### config.mk
export PLATFORM = sky130hd
export DESIGN_NAME = mult_rom
export DESIGN_NICKNAME = d
export VERILOG_FILES = /design/src/rtl/mult_rom_pkg.sv /design/src/rtl/mult_rom_table.sv /design/src/rtl/mult_rom.sv
export SDC_FILE = /design/constraint.sdc
export NUM_CORES = 1
export LEC_CHECK = 0
export CAP_MARGIN = 10
export CORE_MARGIN = 4
export CORE_UTILIZATION = 25
export CTS_CLUSTER_SIZE = 8
export DETAILED_ROUTE_END_ITERATION = 10
export GPL_TIMING_DRIVEN = 0
export PLACE_DENSITY = 0.43
export SKIP_CTS_REPAIR_TIMING = 1
export SLEW_MARGIN = 10
export SYNTH_ARGS = -nofsm -noshare
export SYNTH_HDL_FRONTEND = slang
export SYNTH_SLANG_ARGS = --single-unit
### constraint.sdc
create_clock -name clk -period 2.4 [get_ports clk]
set_input_delay 0.48 -clock clk [delete_from_list [all_inputs] [get_ports clk]]
set_output_delay 0.48 -clock clk [all_outputs]
set_load 0.03 [all_outputs]
### src/rtl/mult_rom_pkg.sv
// rtl/mult_rom_pkg.sv - shared widths, types and product-table builder for mult_rom
package mult_rom_pkg;

    localparam int OP_W      = 4;
    localparam int RES_W     = 2 * OP_W;
    localparam int ADDR_W    = 2 * OP_W;
    localparam int ROM_DEPTH = 2 ** ADDR_W;

    typedef logic [OP_W-1:0]  operand_t;
    typedef logic [RES_W-1:0] product_t;
    typedef product_t [ROM_DEPTH-1:0] rom_t;

    // Entry i holds (upper operand) * (lower operand), matching the {A,B} address layout.
    function automatic rom_t rom_init();
        rom_t rom;
        int   a;
        int   b;
        for (int i = 0; i < ROM_DEPTH; i++) begin
            a      = i / (2 ** OP_W);
            b      = i % (2 ** OP_W);
            rom[i] = product_t'(a * b);
        end
        return rom;
    endfunction

endpackage

### src/rtl/mult_rom_table.sv
// rtl/mult_rom_table.sv - combinational constant product table, addr -> data
module mult_rom_table
    import mult_rom_pkg::*;
(
    input  logic [ADDR_W-1:0] addr,
    output product_t          data
);

    localparam rom_t ROM = rom_init();

    // Pure lookup; the table is fixed at elaboration and never written.
    always_comb begin
        data = ROM[addr];
    end

endmodule

### src/rtl/mult_rom.sv
// rtl/mult_rom.sv - registered 4x4 unsigned ROM multiplier; MULT_ROM_INREG_EN adds an input register stage
module mult_rom
    import mult_rom_pkg::*;
(
    input  logic             clk,
    input  logic             rst,
    input  logic [OP_W-1:0]  A,
    input  logic [OP_W-1:0]  B,
    output logic [RES_W-1:0] R
);

    logic [ADDR_W-1:0] rom_addr;
    product_t          rom_data;
    product_t          r_d;
    product_t          r_q;

`ifdef MULT_ROM_INREG_EN
    operand_t a_d;
    operand_t a_q;
    operand_t b_d;
    operand_t b_q;

    // Operand capture for the extra pipeline stage.
    always_comb begin
        a_d = A;
        b_d = B;
    end

    // Input stage registers; reset forces zero so X operands never reach the table.
    always_ff @(posedge clk) begin
        if (rst) begin
            a_q <= '0;
            b_q <= '0;
        end else begin
            a_q <= a_d;
            b_q <= b_d;
        end
    end

    assign rom_addr = {a_q, b_q};
`else
    assign rom_addr = {A, B};
`endif

    mult_rom_table u_table (
        .addr (rom_addr),
        .data (rom_data)
    );

    // Next product is simply the table output for the current address.
    always_comb begin
        r_d = rom_data;
    end

    // Output register; reset takes priority over whatever the table presents.
    always_ff @(posedge clk) begin
        if (rst) begin
            r_q <= '0;
        end else begin
            r_q <= r_d;
        end
    end

    assign R = r_q;

endmodule

# Yosys cells after proc, flatten, opt, wreduce, memory -nomap -nowiden
# Memories as Yosys holds them, arrays and structs flattened. A register that Yosys moved wholly into a read port is not among the register bits.
# Index checks and enable logic that the tools add are counted.
[totals]
regBits = 0
romBits = 2048
in_bits = 10
wordCells = 1
mem_count = 1
[memory_table]
columns = ["name", "depth", "word_bits", "read_ports", "rd_ports_with_merged_regs", "wr", "line", "text"]
rows = [
  ["(no name shown)", 256, 8, 1, 1, 0, "mult_rom_table.sv:13", "data = ROM[addr];"],
]

# Depth between registers and ports, before layout
[depth]
depth_word = 0
ltp_mapped = 10

# Hierarchy
# A second synthesis with hierarchy kept.
[unflattened]
cells_unflattened = 222
hier_area_um2 = 1478.9
[by_module_without_submodules]
columns = ["module", "instances", "seq_area_each_um2", "cells_each", "area_per_inst_um2"]
rows = [
  ["mult_rom_table", 1, 0.0, 206, 1268.7],
  ["mult_rom", 1, 160.2, 16, 210.2],
]

# Worst setup path before layout
# Ideal clock, no wire load.
[synth_timing]
kind = "input port to flip-flop"
start = "input B[0]"
end = "register r_q[4] (netlist: R[4])"
path_stages = 9
arrival_ns = 2.189
path_slack_ns = 0.147
path_buffers = 2
t_required_ns = 2.336
setup_ns = 0.064
path_cell_list = "clkbuf_1 inv_1 ha_1 buf_2 mux2i_1 xnor2_1 o221ai_1 a2111o_1 nand4_1"
[synth_lines]
columns = ["element", "line", "text"]
rows = [
  ["start: declaration", "mult_rom.sv:8", "input logic [OP_W-1:0] B,"],
  ["end: declaration", "mult_rom.sv:15", "product_t r_q;"],
]

==> flow_metrics.py <==
metrics = {
    "timing": {
        "finalCritPeriodShare": 0.954,
        "finalSetupViolations": 0,
        "setup_ws_ns": 0.109,
        "min_period_ns": 2.29,
        "slew_headroom": 0.638,
        "worst_slew_pin_slew_ns": 0.543,
        "hold_violations": 0,
        "max_freq_mhz": 437,
        "rsz0062_at_grt": "no",
        "holdWs_ns": 0.643,
        "slew_violations": 0,
    },
    "cts": {
        "cts_max_path_buffers": 2,
        "cts_buffers": 3,
        "htreeDepth": 1,
        "cts_sinks": 8,
        "root_buffer": "clkbuf_8",
        "cts_tree": "built",
        "path_clk_slew_ns": 0.04,
    },
    "worst_hold_path": {
        "hold_path_class": "primary input to flip-flop",
    },
    "synth": {
        "synth_top_family_by_area": "compound AO/OA/AOI/OAI gates",
        "ys_ff_latch": 8,
        "synthDistinctLibCells": 47,
        "ys_seq_area_frac": 0.107,
        "syn_area_per_cell_um2": 7.02,
        "synthCells": 213,
        "yosys_warnings": 0,
        "synth_compound_area_frac": 0.337,
        "dominantRegCellSynth": "dfxtp_1",
        "netlist_area_um2": 1500,
        "synthAdderAreaFrac": 0.100,
        "yosys-mux-area-fraction": 0.0845,
        "synthArstFlopShare": 0,
        "synthesis.nets": 235,
        "synthXorXnorAreaFrac": 0.0351,
        "synth_edf_count": 0,
        "yosys.area_share.simple": 0.236,
    },
    "floorplan": {
        "start_util": 0.265,
        "io_pins": 18,
        "die-width_um": 85.3,
        "row_count": 27,
        "design.core.area_um2": 5640,
        "die_area_um2": 7280,
        "die_h_um": 85.3,
    },
    "worst_setup_path": {
        "slowest_delay_ns": 0.31,
        "crit_required_ns": 2.55,
        "setup.worst_path.end_class": "flip-flop",
        "slowest_stage": "ha_2",
        "crit_path_max_fanout": 10,
        "worstPathArrival_ns": 2.45,
        "cp_cell_sequence": "clkbuf_2 > buf_6 > inv_2 > ha_2 > buf_2 > and2b_2 > a211o_1 > a311oi_2 > o2111ai_1 > nand4_1",
        "start_kind": "primary input",
        "critPathKind": "primary input to flip-flop",
    },
    "drt": {
        "drc_errors": 0,
        "postRouteAntennaNets": 0,
        "drtPass1Iterations": 4,
        "viasPerCell": 5.57,
        "drt_iter0_drc": 232,
        "vias": 1682,
        "wl_um": 5330,
        "drt-wirelength-per-cell_um": 17.7,
    },
    "grt": {
        "grt_pass1_wl_um": 8660,
        "grtUsageTotal": 0.146,
        "grt_pass1_vias": 1603,
        "grt_overflow": 0,
        "antenna_found_initial": 0,
        "grt_max_degree": 13,
    },
    "power_and_ir_drop": {
        "p_per_area_nw_per_um2": 344,
        "irDropWorstVdd_mv": 0.207,
        "leakage_nw": 0.685,
    },
    "layout": {
        "largest_register_ffs": 8,
        "fin_util": 0.317,
        "final_area_um2": 1790,
        "drive_gt1_frac": 0.143,
        "area_growth_pct": 19.7,
        "insertedDiodeCount": 0,
        "layout.nets": 254,
    },
    "place": {
        "hpwl_um": 3970,
        "io_buffers": 14,
        "pre_cts_slack_ns": -0.858,
        "place_congestion": 0.847,
        "placed_cell_area_um2": 1730,
    },
    "run_status": {
        "status": "finished, final reports clean",
    },
    "job": {
        "drv_cap": 0,
    },
}
synthesized netlist by cell type (7+ instances only):
cell     count  share of area
dfxtp_1      8           0.11
a31oi_1      7          0.029
mux2i_1      7          0.047
nor2_1      14          0.035
inv_1        8          0.020
o21ai_0     15          0.050
nor3_1       7          0.023
nor2b_1     11          0.046
ha_1        12           0.10
nand2_1     17          0.043
buf_2       14          0.047
a21oi_1     13          0.044
power by group:
part	internal [W]	total, W	switching (W)
clock	0.000108	0.000153	0.0000453
combinational	0.000123	0.000316	0.000193
sequential	0.000144	0.000146	0.00000204
cell usage in the layout, fill, tap and decap left out, types with 7 or more instances in the layout:
cell type and count:
mux2i_1 7, a31oi_1 7, nand2_1 17, dfxtp_1 8, ha_1 10, a21oi_1 13, nor2_1 14, clkdlybuf4s50_1 11
buf_2 13, o21ai_0 15, nor2b_1 11
worst paths after layout:
| path | start | endpoint | slack (ns) | cells past startpoint |
|---|---|---|---|---|
| setup / recovery | B[0] | R[3] | 0.11 | 10 |
| hold / removal | rst | R[1] | 0.64 | 2 |
metal layers:
layer / global-route usage / up-vias / routed length, um
li1: - / 821 / -
met1: 0.210 / 779 / 2470
met2: 0.215 / 72 / 2400
met3: 0.0165 / 10 / 371
met4: 0.0647 / 0 / 91
met5: 0 / - / 0
critical path: cells and delay by family:
family                   cells  cell delay, ns
AO/OA/AOI/OAI                3            0.72
buffers and inverters        4            0.54
AND/OR/NAND/NOR              2            0.40
adder cells (fa/ha/maj)      1            0.31
through the flow:
stage | setup TNS [ns] | std cells | power (W)
6_report | 0 | 302 | 0.000615
3_3_place_gp | -5.01 | 299 | 0.000463
5_1_grt | 0 | 302 | 0.000657
3_5_place_dp | -4.31 | 299 | 0.000454
2_1_floorplan | 0 | 213 | 0.000359
4_1_cts | -2.85 | 302 | 0.000613
logic make-up after synthesis:
family,count (synthesis)
fa+ha+maj,12
xor+xnor,6
flops,8
mux,10
compound gates,74
buf+inv,32
simple gates,71
layout make-up:
type	count	area [um^2]
Buffer	22	121
Sequential cell	8	160
Clock buffer	3	41.3
Inverter	10	40.0
Fill cell	605	3850
Timing Repair Buffer	14	133
Tap cell	72	90.1
Multi-Input combinational cell	173	1200
No activity file was read; power rests on OpenSTA's default activity.
